## src/rtl/mem_port_arbiter.sv

```systemverilog
// Arbitrates one single-port variable-latency memory between the fetch and data requesters.
// One access outstanding at a time, data has priority, and a watchdog aborts unanswered accesses.
module mem_port_arbiter #(
    parameter int unsigned TIMEOUT_CYCLES = 255,
    parameter int unsigned ADDR_W         = 32
) (
    input  logic              clk,
    input  logic              rst,
    input  logic              i_req,
    input  logic [ADDR_W-1:0] i_addr,
    output logic [31:0]       i_rdata,
    output logic              i_ready,
    input  logic              d_req,
    input  logic              d_we,
    input  logic [ADDR_W-1:0] d_addr,
    input  logic [31:0]       d_wdata,
    input  logic [3:0]        d_be,
    output logic [31:0]       d_rdata,
    output logic              d_ready,
    output logic              mem_req,
    output logic              mem_we,
    output logic [ADDR_W-1:0] mem_addr,
    output logic [31:0]       mem_wdata,
    output logic [3:0]        mem_be,
    input  logic              mem_ack,
    input  logic [31:0]       mem_rdata,
    output logic              stall_if,
    output logic              stall_mem,
    output logic              err,
    output logic              err_is_data
);

    typedef enum logic [1:0] {StIdle, StBusyI, StBusyD, StDone} state_e;

    localparam logic [7:0] WdogLast = 8'(TIMEOUT_CYCLES - 1);

    state_e            state_q, state_d;
    logic [7:0]        wdog_q, wdog_d;
    logic              is_data_q, is_data_d;
    logic              mem_we_q, mem_we_d;
    logic [ADDR_W-1:0] mem_addr_q, mem_addr_d;
    logic [31:0]       mem_wdata_q, mem_wdata_d;
    logic [3:0]        mem_be_q, mem_be_d;
    logic [31:0]       i_rdata_q, i_rdata_d;
    logic [31:0]       d_rdata_q, d_rdata_d;
    logic              err_q, err_d;
    logic              err_is_data_q, err_is_data_d;

    always_comb begin
        state_d       = state_q;
        wdog_d        = wdog_q;
        is_data_d     = is_data_q;
        mem_we_d      = mem_we_q;
        mem_addr_d    = mem_addr_q;
        mem_wdata_d   = mem_wdata_q;
        mem_be_d      = mem_be_q;
        i_rdata_d     = i_rdata_q;
        d_rdata_d     = d_rdata_q;
        err_d         = 1'b0;
        err_is_data_d = 1'b0;

        unique case (state_q)
            StIdle: begin
                wdog_d = 8'd0;
                if (d_req) begin
                    mem_addr_d  = d_addr;
                    mem_wdata_d = d_wdata;
                    mem_be_d    = d_be;
                    mem_we_d    = d_we;
                    is_data_d   = 1'b1;
                    state_d     = StBusyD;
                end else if (i_req) begin
                    mem_addr_d = i_addr;
                    mem_we_d   = 1'b0;
                    mem_be_d   = 4'hF;
                    is_data_d  = 1'b0;
                    state_d    = StBusyI;
                end
            end
            StBusyI, StBusyD: begin
                wdog_d = wdog_q + 8'd1;
                // An ack in the timeout cycle still completes the access normally.
                if (mem_ack) begin
                    if (state_q == StBusyD) begin
                        d_rdata_d = mem_rdata;
                    end else begin
                        i_rdata_d = mem_rdata;
                    end
                    state_d = StDone;
                end else if (wdog_q == WdogLast) begin
                    if (state_q == StBusyD) begin
                        d_rdata_d = 32'd0;
                    end else begin
                        i_rdata_d = 32'd0;
                    end
                    err_d         = 1'b1;
                    err_is_data_d = (state_q == StBusyD);
                    state_d       = StDone;
                end
            end
            StDone: begin
                wdog_d  = 8'd0;
                state_d = StIdle;
            end
            default: state_d = StIdle;
        endcase
    end

    always_ff @(posedge clk) begin
        if (!rst) begin
            state_q       <= StIdle;
            wdog_q        <= 8'd0;
            is_data_q     <= 1'b0;
            mem_we_q      <= 1'b0;
            mem_addr_q    <= '0;
            mem_wdata_q   <= 32'd0;
            mem_be_q      <= 4'd0;
            i_rdata_q     <= 32'd0;
            d_rdata_q     <= 32'd0;
            err_q         <= 1'b0;
            err_is_data_q <= 1'b0;
        end else begin
            state_q       <= state_d;
            wdog_q        <= wdog_d;
            is_data_q     <= is_data_d;
            mem_we_q      <= mem_we_d;
            mem_addr_q    <= mem_addr_d;
            mem_wdata_q   <= mem_wdata_d;
            mem_be_q      <= mem_be_d;
            i_rdata_q     <= i_rdata_d;
            d_rdata_q     <= d_rdata_d;
            err_q         <= err_d;
            err_is_data_q <= err_is_data_d;
        end
    end

    always_comb begin
        mem_req     = (state_q == StBusyI) || (state_q == StBusyD);
        mem_we      = mem_we_q;
        mem_addr    = mem_addr_q;
        mem_wdata   = mem_wdata_q;
        mem_be      = mem_be_q;
        i_ready     = (state_q == StDone) && !is_data_q;
        d_ready     = (state_q == StDone) && is_data_q;
        i_rdata     = i_rdata_q;
        d_rdata     = d_rdata_q;
        err         = err_q;
        err_is_data = err_is_data_q;
        stall_if    = i_req & ~i_ready;
        stall_mem   = d_req & ~d_ready;
    end

endmodule

```

## config.mk

```make
export PLATFORM = sky130hd
export DESIGN_NAME = mem_port_arbiter
export DESIGN_NICKNAME = d
export VERILOG_FILES = /design/src/rtl/mem_port_arbiter.sv
export SDC_FILE = /design/constraint.sdc
export NUM_CORES = 1
export LEC_CHECK = 0
export ABC_AREA = 1
export CORE_MARGIN = 4
export CORE_UTILIZATION = 45
export CTS_BUF_LIST = sky130_fd_sc_hd__clkbuf_4 sky130_fd_sc_hd__clkbuf_8 sky130_fd_sc_hd__clkbuf_16
export DETAILED_ROUTE_END_ITERATION = 10
export GPL_TIMING_DRIVEN = 1
export PLACE_DENSITY = 0.9
export SYNTH_ARGS = -nofsm -noshare
export SYNTH_HDL_FRONTEND = slang
export SYNTH_SLANG_ARGS = --single-unit
```

## constraint.sdc

```tcl
create_clock -name clk -period 4.3 [get_ports clk]
set_input_delay 0.645 -clock clk [delete_from_list [all_inputs] [get_ports clk]]
set_output_delay 0.645 -clock clk [all_outputs]
set_load 0.005 [all_outputs]
```

* Word-level counts from Yosys, hierarchy flattened
Cells that the tools add are included.
** Cells by class
- Add/sub/neg operators :: 1
- $mul :: 0
- Div/mod/pow operators :: 0
- Magnitude comparators :: 0
- Equality and inequality tests :: 6
- Shifts and indexed selects :: 0
- Mux-type cells :: 22
- Bitwise operators :: 8
- Reduce and logical (&&, ||, !) cells :: 16
** Operator list (number)
- 32-bit 2-to-1 mux :: 10
- 8-bit one-hot mux with 2 select lines :: 1
- 8-bit by 1-bit adder with 8-bit output, second input constant :: 1
- 8-bit equality test, second input constant :: 1
- 2-bit 2-to-1 mux :: 4
- 4-bit 2-to-1 mux :: 2
- 3-bit inequality test, second input constant :: 2
- 1-bit NOT :: 6
- 2-bit one-hot mux with 3 select lines :: 1
- 2-bit AND reduction :: 3
- 3-bit AND reduction :: 2
- 2-bit equality test, second input constant :: 2
- 1-bit 2-to-1 mux :: 4
- 2-bit nonzero test :: 2
- 2-bit OR reduction :: 2
- 4-bit OR reduction :: 1
- 3-bit OR reduction :: 1
- 1-bit AND :: 2
- 2-bit by 1-bit equality test with 1-bit output, second input constant :: 1
- 1-bit logical AND :: 2
- 2-bit zero test :: 1
- 1-bit zero test :: 1
- 1-bit logical OR :: 1
** Word-level totals
- Register bits after elaboration :: 146
- Latch bits :: 0
- RAM bits :: 0
- Memory bits (read-only) :: 0
- Output and inout bits :: 140
- Memories :: 0

* Logic depth before layout (Yosys ltp)
Gate-level depths: netlist of run 1.
- Depth after elaboration :: 4
- Gate-level depth with buffers :: 12
- Depth with buffers taken out :: 10

* Worst setup path before layout of run 1
Ideal clock, no wire load.
- Path kind :: in2out
- Start :: in d_req
- End :: out stall_mem
- Arrival time :: 1.292 ns
- Data required time :: 3.655 ns
- Slack :: 2.363 ns
- Cell stages on the path :: 4
- Path buffers :: 2
- Path through :: buf_2 -> clkinv_1 -> clkbuf_1 -> nor2_1
** Between the ends
- Longest elaborated chain between the ends :: 1
** Ends and longest elaborated chain
- from (decl) :: line 13 : input logic d_req,
- 1-bit AND :: line 150 : stall_mem = d_req & ~d_ready;
- to (decl) :: line 28 : output logic stall_mem,
Every way passes these cells.

* Worst setup path in the final report of run 1
- Start :: reg state_q[1]
- End :: out mem_req
** Between the ends
- Longest elaborated chain between the ends :: 2
** Ends and longest elaborated chain
- from (decl) :: line 37 : state_e state_q, state_d;
- from (signal assigned) :: line 111 : state_q <= StIdle;
- from (signal assigned) :: line 123 : state_q <= state_d;
- 2-bit by 1-bit equality test with 1-bit output or 2-bit equality test (tied branches) :: line 138 : mem_req = (state_q == StBusyI) || (state_q == StBusyD);
- 1-bit logical OR (*) :: line 138
- to (decl) :: line 20 : output logic mem_req,
Every way passes the cells marked *; elsewhere a longest branch is shown, timed or not.

==> out/results.tsv, run 1 <==
stage	metric	value	unit
setup_path	Slowest-stage cell, CP	ha_1	
grt	largest net degree at the start of global routing	98	
synthesis	Synth Area in Simple Gates	0.297	
floorplanning	io pins	278	
timing	hold slack	0.464	ns
grt	initial antenna violation count	0	
route	vias per cell	4.72	
grt	first-pass GRT wire length	28.9	mm
cts	insertion delay to the later sink of the worst-skew pair	0.41	ns
power_and_ir_drop	NetSw	1790	uW
route	Post-DRT Antenna Nets	0	
timing	Slew headroom	0.294	
synthesis	largest family of logic cells by synthesized area	simple AND/OR/NAND/NOR gates	
setup_path	WP data arrival	2.43	ns
cts	H-tree depth	4	
cts	CTS resizes	0	
synthesis	Syn Inst Count	902	
synthesis	yosys warns	0	
cts	root buf cell	clkbuf_16	
run_status	outcome	finished clean	
synthesis	Post-Synth Adder-Cell Area	0.0102	
cts	Clock Sinks	146	
cts	CTS tree	built	
power_and_ir_drop	Internal Power	4000	uW
setup_path	R2R Path End	d_rdata[0]	
setup_path	CP cell instances	inv_1 -> ha_1 -> clkdlybuf4s50_1	
synthesis	most instantiated cells after synthesis	nand2_1 (241), nor2_1 (188), dfxtp_1 (146)	
synthesis	sequential cell area fraction in the yosys report	0.475	
setup_path	worst r2r path cells	7	
setup_path	critical setup path kind	reg2out	
layout	Layout area overhead	56.5	%
grt	GRT Residual Overflow	0	
synthesis	Mean Syn Cell Area	6.82	um2
route	Starting DRT DRC Count	393	
timing	crit share post-route	0.716	
synthesis	top cell type's share of synthesized area	0.475	
floorplanning	die area	15600	um2
timing	setup violators final	0	
synthesis	post-synth design cell area	6150	um2
hold_path	Worst Hold End	wdog_q[0]	
timing	final hold vios	0	
synthesis	Synth Area in Compound Gates	0.0976	
power_and_ir_drop	Reg power frac	0.337	
timing	Total Neg Setup Slack	0	ns
cts	Hold-fix buffers, CTS	0	
cts	Num CTS Buffers	17	
power_and_ir_drop	sw frac	0.309	
flow_run	Max Cap Viol	0	
setup_path	critical path required time	3.65	ns
setup_path	RR Startpoint	state_q[1]	
layout	diode count	0	
synthesis	number of synthesized flops with an enable pin	0	
power_and_ir_drop	Clk pwr share	0.299	
cts	Post-CTS Setup Inserts	0	
setup_path	Crit path largest cell delay	0.87	ns
grt	vias in the first global route	6061	
synthesis	most frequent cell after synthesis	nand2_1	
route	DR WL/cell	13.6	um
floorplanning	Row Count	42	
cts	Worst-path clk slew	0.06	ns
synthesis	Post-synth top flop	dfxtp_1	
setup_path	Critical Path Source Type	flop	
timing	RSZ-0062 raised after global routing	false	
route	Post-Route WL	18.2	mm
synthesis	Synth Net Count	1045	
power_and_ir_drop	Worst IR Drop VDD	0.294	mV
place	hpwl dp	12.9	mm
grt	gr usage total	0.225	
route	vias	6309	
hold_path	hold crit path type	reg2reg	
synthesis	post-synthesis mux area share	0	
timing	max-slew violations	0	
synthesis	top post-synthesis cells by area	dfxtp_1 (47%), nand2_1 (15%), nor2_1 (11%)	
floorplanning	chip width	125	um
power_and_ir_drop	Comb pwr share	0.364	
layout	nets	1290	
synthesis	Synth cell types	24	
timing	Final Skew	0.00578	ns
timing	minimum clock period	3.08	ns
floorplanning	Core ar.	13300	um2
cts	Clock Tree Buf Depth	2	
floorplanning	initial core utilization	0.463	
place	GPL Wtd Cong	0.813	
power_and_ir_drop	power per cell area	600	nW/um2
synthesis	post-synthesis xor/xnor area fraction	0.00569	
power_and_ir_drop	Pleak	0.00441	uW
synthesis	async set-reset flop share out of synthesis	0	
layout	fill count	1042	
synthesis	#FFs+latches synth	146	
timing	FMAX	325	MHz
route	DRC Markers	0	
setup_path	Critical Path End Type	output pin	
setup_path	CP max FO	25	
timing	Least-Margin Pin Slew	1.05	ns
route	Pre-Repair DR Iteration Count	5	
floorplanning	chip height	125	um
layout	layout cells sized above 1	0.0422	
setup_path	r2r setup slk	1.61	ns
synthesis	cell taking the most area after synthesis	dfxtp_1	
place	I/O Buffers	277	
hold_path	Worst Min Path Start	wdog_q[0]	
hold_path	Hold Path Depth	1	
## power by group through the flow
stage               logic [uW]  clock network (uW)  registers, uW
finish                    2110                1730           1950
global placement          2050                   0           1950
floorplan                 1000                   0           1980
global route              2350                1820           1990
CTS                       2120                1760           1950
detailed placement        2100                   0           1970
## layout make-up
type,instances,area [um2],area share
clock inverter,11,230,0.0239
tap,176,220,0.0229
inverter,120,450,0.0468
sequential,146,2920,0.303
timing repair buffer,283,2820,0.292
clock buffer,21,468,0.0486
multi-input combinational,579,2530,0.262
## sequential cells by signal (all words and copies together) (netlist names)
| register | flops |
|---|---|
| err | 1 |
| mem_we | 1 |
| wdog_q | 8 |
| err_is_data | 1 |
| mem_wdata | 32 |
| mem_addr | 32 |
| d_rdata | 32 |
| mem_be | 4 |
| is_data_q | 1 |
| state_q | 2 |
| i_rdata | 32 |
## per-layer routing
layer,share of wire,global-route usage,up-vias
li1,-,-,3243
met5,0,0,-
met1,0.39,0.244,2770
met2,0.50,0.401,259
met3,0.085,0.0780,37
met4,0.028,0.0969,0
## worst max-delay path by stage
| stage | startpoint | end | slack [ns] | depth (start not counted) |
|---|---|---|---|---|
| 2_1_floorplan | d_req | stall_mem | 2.36 | 4 |
| 3_3_place_gp | d_req | state_q[1] | 1.04 | 8 |
| 3_5_place_dp | d_req | state_q[1] | 1.06 | 8 |
| 4_1_cts | state_q[1] | mem_req | 1.23 | 3 |
| 5_1_grt | state_q[0] | mem_req | 1.10 | 3 |
| 6_report | state_q[1] | mem_req | 1.22 | 3 |
## placed cells by master (no fill, tap or decap), types with 2 or more instances in the layout
| cell type | Yosys | routed |
|---|---|---|
| xor2_1 | 3 | 3 |
| nand2_1 | 241 | 240 |
| clkinv_2 | 0 | 4 |
| o221a_2 | 4 | 4 |
| inv_1 | 118 | 118 |
| ha_1 | 5 | 5 |
| clkinv_1 | 2 | 2 |
| nand4_1 | 18 | 18 |
| buf_4 | 0 | 7 |
| nor3_1 | 3 | 3 |
| dfxtp_1 | 146 | 146 |
| clkbuf_4 | 0 | 2 |
| clkdlybuf4s50_1 | 0 | 276 |
| nand2_2 | 2 | 3 |
| bufinv_16 | 0 | 7 |
| clkbuf_8 | 0 | 2 |
| o21ai_0 | 65 | 65 |
| clkbuf_16 | 0 | 17 |
| a21oi_1 | 6 | 6 |
| nand3_1 | 7 | 7 |
| nor2_1 | 188 | 188 |
| a31oi_1 | 32 | 32 |
## through the flow
stage           util  setup slack, ns  instance area [um2]  power, uW  instances
3_3_place_gp   0.672             1.04                 8930       4000       1304
4_1_cts        0.725             1.23                 9630       5840       1336
6_report       0.725             1.22                 9630       5780       1336
2_1_floorplan      -             2.36                 6150       2980        902
5_1_grt        0.725             1.10                 9630       6160       1336
3_5_place_dp   0.672             1.06                 8930       4070       1304
## cell families (layout without fill, tap and decap cells)
| group | after synthesis | after routing |
|---|---|---|
| AND/OR/NAND/NOR | 463 | 463 |
| buffers and inverters | 177 | 435 |
| flip-flops | 146 | 146 |
| AO/OA/AOI/OAI | 107 | 107 |
| adder cells (fa/ha/maj) | 5 | 5 |
| XOR/XNOR | 4 | 4 |
## critical path: cells and delay by family (launching register included)
family | cells | cell delay (ns)
buffers and inverters | 2 | 0.76
adder cells (fa/ha/maj) | 1 | 0.87
flip-flops | 1 | 0.38
Note: power is estimated with default switching activity, not from simulation.
==> inputs of run 2 (changes only) <==
--- a/config.mk
+++ b/config.mk
@@ -7,11 +7,11 @@
 export LEC_CHECK = 0
 export ABC_AREA = 1
 export CORE_MARGIN = 4
-export CORE_UTILIZATION = 45
+export CORE_UTILIZATION = 38
 export CTS_BUF_LIST = sky130_fd_sc_hd__clkbuf_4 sky130_fd_sc_hd__clkbuf_8 sky130_fd_sc_hd__clkbuf_16
 export DETAILED_ROUTE_END_ITERATION = 10
 export GPL_TIMING_DRIVEN = 1
-export PLACE_DENSITY = 0.9
+export PLACE_DENSITY = 0.81
 export SYNTH_ARGS = -nofsm -noshare
 export SYNTH_HDL_FRONTEND = slang
 export SYNTH_SLANG_ARGS = --single-unit
==> constraint.sdc (replaced) <==
create_clock -name clk -period 2.5 [get_ports clk]
set_input_delay 0.375 -clock clk [delete_from_list [all_inputs] [get_ports clk]]
set_output_delay 0.375 -clock clk [all_outputs]
set_load 0.005 [all_outputs]
==> out/results.tsv, run 2 (same netlist as run 1, synthesis figures left out) <==
stage	metric	value	unit	change
setup_path	critical setup path kind	reg2out		
floorplanning	Row Count	46		+9.5%
route	Post-Route WL	18.3	mm	+0.61%
cts	CTS resizes	0		unchanged
hold_path	Worst Min Path Start	rst		
grt	gr usage total	0.195		-0.0303
cts	Worst-path clk slew	0.05	ns	about the same
setup_path	WP data arrival	1.91	ns	-0.52 ns
timing	FMAX	438	MHz	
cts	root buf cell	clkbuf_16		
cts	Hold-fix buffers, CTS	0		unchanged
grt	initial antenna violation count	0		unchanged
layout	commonest non-fill, non-tap cell in the layout	clkdlybuf4s50_1		
place	hpwl dp	13.2	mm	+2.5%
cts	Clock Sinks	146		unchanged
timing	Least-Margin Pin Slew	0.883	ns	-0.172 ns
place	I/O Buffers	277		unchanged
grt	largest net degree at the start of global routing	90		-8.2%
timing	max-slew violations	0		unchanged
cts	Clock Tree Buf Depth	2		unchanged
setup_path	CP max FO	7		-72%
power_and_ir_drop	power per cell area	1010	nW/um2	+68%
timing	crit share post-route	0.914		
floorplanning	chip width	135	um	+8.3%
setup_path	r2r setup slk	0.48	ns	-1.13 ns
timing	minimum clock period	2.29	ns	
timing	Total Neg Setup Slack	0	ns	unchanged
route	Post-DRT Antenna Nets	0		unchanged
route	vias per cell	4.50		-4.7%
floorplanning	die area	18300	um2	+17%
cts	Num CTS Buffers	17		unchanged
place	worst slack at placement	0.394	ns	-0.665 ns
route	Starting DRT DRC Count	305		-22%
setup_path	RR Startpoint	state_q[0]		
flow_run	Max Cap Viol	0		unchanged
timing	Final Skew	0.0144	ns	+0.00860 ns
setup_path	Worst Setup SP	state_q[0]		
timing	final hold vios	0		unchanged
run_status	outcome	finished clean		
floorplanning	io pins	278		unchanged
layout	most frequent cells in the layout	clkdlybuf4s50_1 (276), nand2_1 (240), nor2_1 (188)		
setup_path	critical path required time	2.12	ns	-1.53 ns
hold_path	hold crit path type	in2reg		
place	GPL Wtd Cong	0.791		-2.7%
layout	nets	1297		+0.54%
timing	setup violators final	0		unchanged
cts	Post-CTS Setup Inserts	0		unchanged
setup_path	Critical Path End Type	output pin		
route	vias	6221		-1.4%
place	# placed instances	1351		+3.6%
grt	GRT Residual Overflow	0		unchanged
setup_path	Critical Path Source Type	flop		
floorplanning	Core ar.	15900	um2	+19%
layout	Layout area overhead	58.0	%	
timing	Setup WS post-layout	0.214	ns	-1.01 ns
cts	H-tree depth	4		unchanged
cts	insertion delay to the later sink of the worst-skew pair	0.42	ns	about the same
layout	fill count	1451		+39%
layout	diode count	0		unchanged
grt	first-pass GRT wire length	28.6	mm	-1.3%
layout	layout cells sized above 1	0.0472		+0.00493
timing	RSZ-0062 raised after global routing	false		
route	Pre-Repair DR Iteration Count	4		-1
route	DR WL/cell	13.2	um	-2.7%
cts	CTS tree	built		
grt	vias in the first global route	5907		-2.5%
route	DRC Markers	0		unchanged
floorplanning	initial core utilization	0.387		-0.0755
power_and_ir_drop	Worst IR Drop VDD	0.483	mV	+64%
layout	Post-Layout Cell Count	1382		+3.4%
power_and_ir_drop	Pleak	0.00443	uW	+0.55%
timing	Slew headroom	0.411		+0.117
floorplanning	chip height	135	um	+8.3%
==> run 2: changes by cell type in the layout (fill, tap and decap cells not counted), sizes merged <==
| cell | delta |
|---|---|
| bufinv | -2 |
| buf | +7 |
| clkbuf | +1 |
==> run 2: final cells by class <==
type                       count  area [um2]  area share
sequential                   146        2920       0.301
clock inverter                 9         178      0.0183
timing repair buffer         290        2890       0.298
inverter                     120         450      0.0463
multi-input combinational    579        2530       0.260
tap                          216         270      0.0278
clock buffer                  22         482      0.0495
==> run 2: where the power goes <==
group	leakage (uW)	switching, uW	internal (uW)
clock	0.000327	948	1870
sequential	0.00120	336	2990
combinational	0.00290	1790	1910
total	0.00443	3070	6760
==> run 2: worst max-delay path, cell delays in order (launching register included) <==
cell             delay, ns
dfxtp_1               0.35
inv_1                 0.07
ha_1                  0.45
clkdlybuf4s50_1       0.62
==> run 2: layer usage <==
metal | track usage | share of wire | wire length (um)
met1 | 0.212 | 0.39 | 7190
met2 | 0.339 | 0.49 | 8920
met3 | 0.0732 | 0.089 | 1620
met4 | 0.0873 | 0.031 | 560
met5 | 0 | 0 | 0
==> run 2: worst paths after layout <==
kind | endpoint | cells after the start
min reg2reg | wdog_q[0] | 1
max reg2reg | i_rdata[27] | 8
min | is_data_q | 3
max | mem_req | 3
==> run 2: through the flow <==
stage	hold slack (ns)	total power, uW	instance area, um2	util
final	0.317	9840	9720	0.612
after global routing	0.348	10500	9720	0.612
after CTS	0.305	9950	9720	0.612
after detailed placement	0.456	7090	9060	0.570
after global placement	0.446	7000	9060	0.570
after floorplan	0.430	5130	6150	-
==> inputs of run 3 (changes only) <==
--- a/config.mk
+++ b/config.mk
@@ -6,12 +6,14 @@
 export NUM_CORES = 1
 export LEC_CHECK = 0
 export ABC_AREA = 1
+export CORE_ASPECT_RATIO = 1.25
 export CORE_MARGIN = 4
 export CORE_UTILIZATION = 38
 export CTS_BUF_LIST = sky130_fd_sc_hd__clkbuf_4 sky130_fd_sc_hd__clkbuf_8 sky130_fd_sc_hd__clkbuf_16
 export DETAILED_ROUTE_END_ITERATION = 10
 export GPL_TIMING_DRIVEN = 1
 export PLACE_DENSITY = 0.81
+export SKIP_CTS_REPAIR_TIMING = 1
 export SYNTH_ARGS = -nofsm -noshare
 export SYNTH_HDL_FRONTEND = slang
 export SYNTH_SLANG_ARGS = --single-unit
==> out/results.tsv, run 3 (same netlist as run 1, synthesis figures left out) <==
stage	metric	value	unit	change
run_status	outcome	finished clean		
place	worst slack at placement	0.398	ns	+0.00472 ns
power_and_ir_drop	Clk pwr share	0.272		-0.014
floorplanning	initial core utilization	0.390		+0.00304
flow_run	Max Cap Viol	0		unchanged
floorplanning	chip width	122	um	-9.9%
layout	Layout area overhead	57.3	%	
power_and_ir_drop	Reg power frac	0.346		+0.008
route	Pre-Repair DR Iteration Count	5		+1
power_and_ir_drop	Comb pwr share	0.382		+0.006
cts	CTS tree	built		
layout	commonest non-fill, non-tap cell in the layout	clkdlybuf4s50_1		
route	DR WL/cell	13.2	um	+0.13%
setup_path	critical setup path kind	reg2out		
timing	setup violators final	0		unchanged
layout	diode count	0		unchanged
floorplanning	Row Count	51		+11%
grt	gr usage total	0.194		-0.000984
setup_path	r2r setup slk	0.43	ns	-0.05 ns
floorplanning	chip height	150	um	+11%
layout	fill count	1404		-3.2%
setup_path	Slowest-stage cell, CP	clkdlybuf4s50_1		
power_and_ir_drop	Worst IR Drop VDD	0.607	mV	+26%
timing	FMAX	450	MHz	+2.9%
layout	area of the multi-input gates	2530	um2	unchanged
hold_path	hold crit path type	in2reg		
timing	Least-Margin Pin Slew	0.593	ns	-0.291 ns
route	vias per cell	4.55		+1.0%
floorplanning	io pins	278		unchanged
floorplanning	die area	18300	um2	about the same
setup_path	Crit path largest cell delay	0.59	ns	-0.03 ns
timing	Total Neg Setup Slack	0	ns	unchanged
timing	Final Skew	0.00514	ns	-0.00924 ns
setup_path	CP delay by family, top	buffers and inverters		
cts	Worst-path clk slew	0.06	ns	about the same
layout	nets	1297		unchanged
timing	final hold vios	0		unchanged
layout	layout cells sized above 1	0.0472		unchanged
route	vias	6267		+0.74%
cts	H-tree depth	4		unchanged
power_and_ir_drop	power per cell area	991	nW/um2	-2.0%
route	Post-DRT Antenna Nets	0		unchanged
power_and_ir_drop	NetSw	3030	uW	-1.2%
timing	Slew headroom	0.605		+0.194
route	DRC Markers	0		unchanged
grt	GRT Residual Overflow	0		unchanged
setup_path	CP max FO	7		unchanged
timing	Setup WS post-layout	0.279	ns	+0.0646 ns
layout	register area	2920	um2	unchanged
route	Post-Route WL	18.3	mm	-0.16%
grt	first-pass GRT wire length	28.5	mm	-0.32%
grt	largest net degree at the start of global routing	81		-10%
timing	crit share post-route	0.888		-0.0258
power_and_ir_drop	sw frac	0.316		+0.00391
setup_path	critical path required time	2.12	ns	about the same
route	Starting DRT DRC Count	346		+13%
floorplanning	Core ar.	15800	um2	-0.78%
setup_path	WP data arrival	1.85	ns	-0.06 ns
setup_path	Buf+Inv Stages, Crit Path	2		unchanged
layout	most frequent cells in the layout	clkdlybuf4s50_1 (276), nand2_1 (240), nor2_1 (188)		
place	GPL Wtd Cong	0.785		-0.78%
power_and_ir_drop	Internal Power	6560	uW	-3.0%
setup_path	Critical Path Source Type	flop		
cts	insertion delay to the later sink of the worst-skew pair	0.41	ns	about the same
place	hpwl dp	13.1	mm	-0.57%
grt	vias in the first global route	6075		+2.8%
setup_path	CP cell instances	inv_1 -> ha_1 -> clkdlybuf4s50_1		
cts	Clock Tree Buf Depth	2		unchanged
power_and_ir_drop	Pleak	0.00441	uW	-0.57%
cts	Num CTS Buffers	17		unchanged
grt	initial antenna violation count	0		unchanged
timing	minimum clock period	2.22	ns	-0.0646 ns
place	I/O Buffers	277		unchanged
timing	RSZ-0062 raised after global routing	false		
cts	root buf cell	clkbuf_16		
setup_path	Critical Path End Type	output pin		
cts	Clock Sinks	146		unchanged
timing	max-slew violations	0		unchanged
run 3: power groups by stage:
stage	Combinational [uW]	Clock [uW]	Sequential, uW
6_report	3670	2610	3320
5_1_grt	4090	2780	3400
4_1_cts	3700	2690	3320
3_5_place_dp	3670	0	3360
3_3_place_gp	3620	0	3340
2_1_floorplan	1730	0	3400
run 3: final cells by class:
cell class | count | share of cell area
sequential | 146 | 0.302
timing repair buffer | 290 | 0.300
multi-input combinational | 579 | 0.261
clock buffer | 22 | 0.0498
inverter | 120 | 0.0465
tap | 212 | 0.0274
clock inverter | 9 | 0.0133
run 3: path summary, 6_finish.rpt:
path                                  from  cells after the start          to
worst max-delay path            state_q[1]                      3     mem_req
worst min-delay path                   rst                      3  state_q[1]
worst max register to register  state_q[1]                      7  i_rdata[7]
worst min register to register   wdog_q[0]                      1   wdog_q[0]
run 3: worst min-delay path, delay by kind of cell:
kind	cells	cell delay, ns
buffers and inverters	1	0.16
AND/OR/NAND/NOR	2	0.11
run 3: metrics by stage:
stage               area (um2)  total power, uW  hold WS, ns   util  instances
global route              9680            10300        0.279  0.614       1378
finish                    9680             9590        0.283  0.614       1378
detailed placement        9070             7030        0.455  0.575       1347
global placement          9070             6950        0.444  0.575       1347
floorplan                 6150             5130        0.430      -        902
CTS                       9680             9710        0.252  0.614       1378
run 3: metal layers:
metal | routed length [um] | GRT usage
met5 | 0 | 0
met4 | 447 | 0.0678
met1 | 7180 | 0.212
met2 | 9150 | 0.351
met3 | 1470 | 0.0628
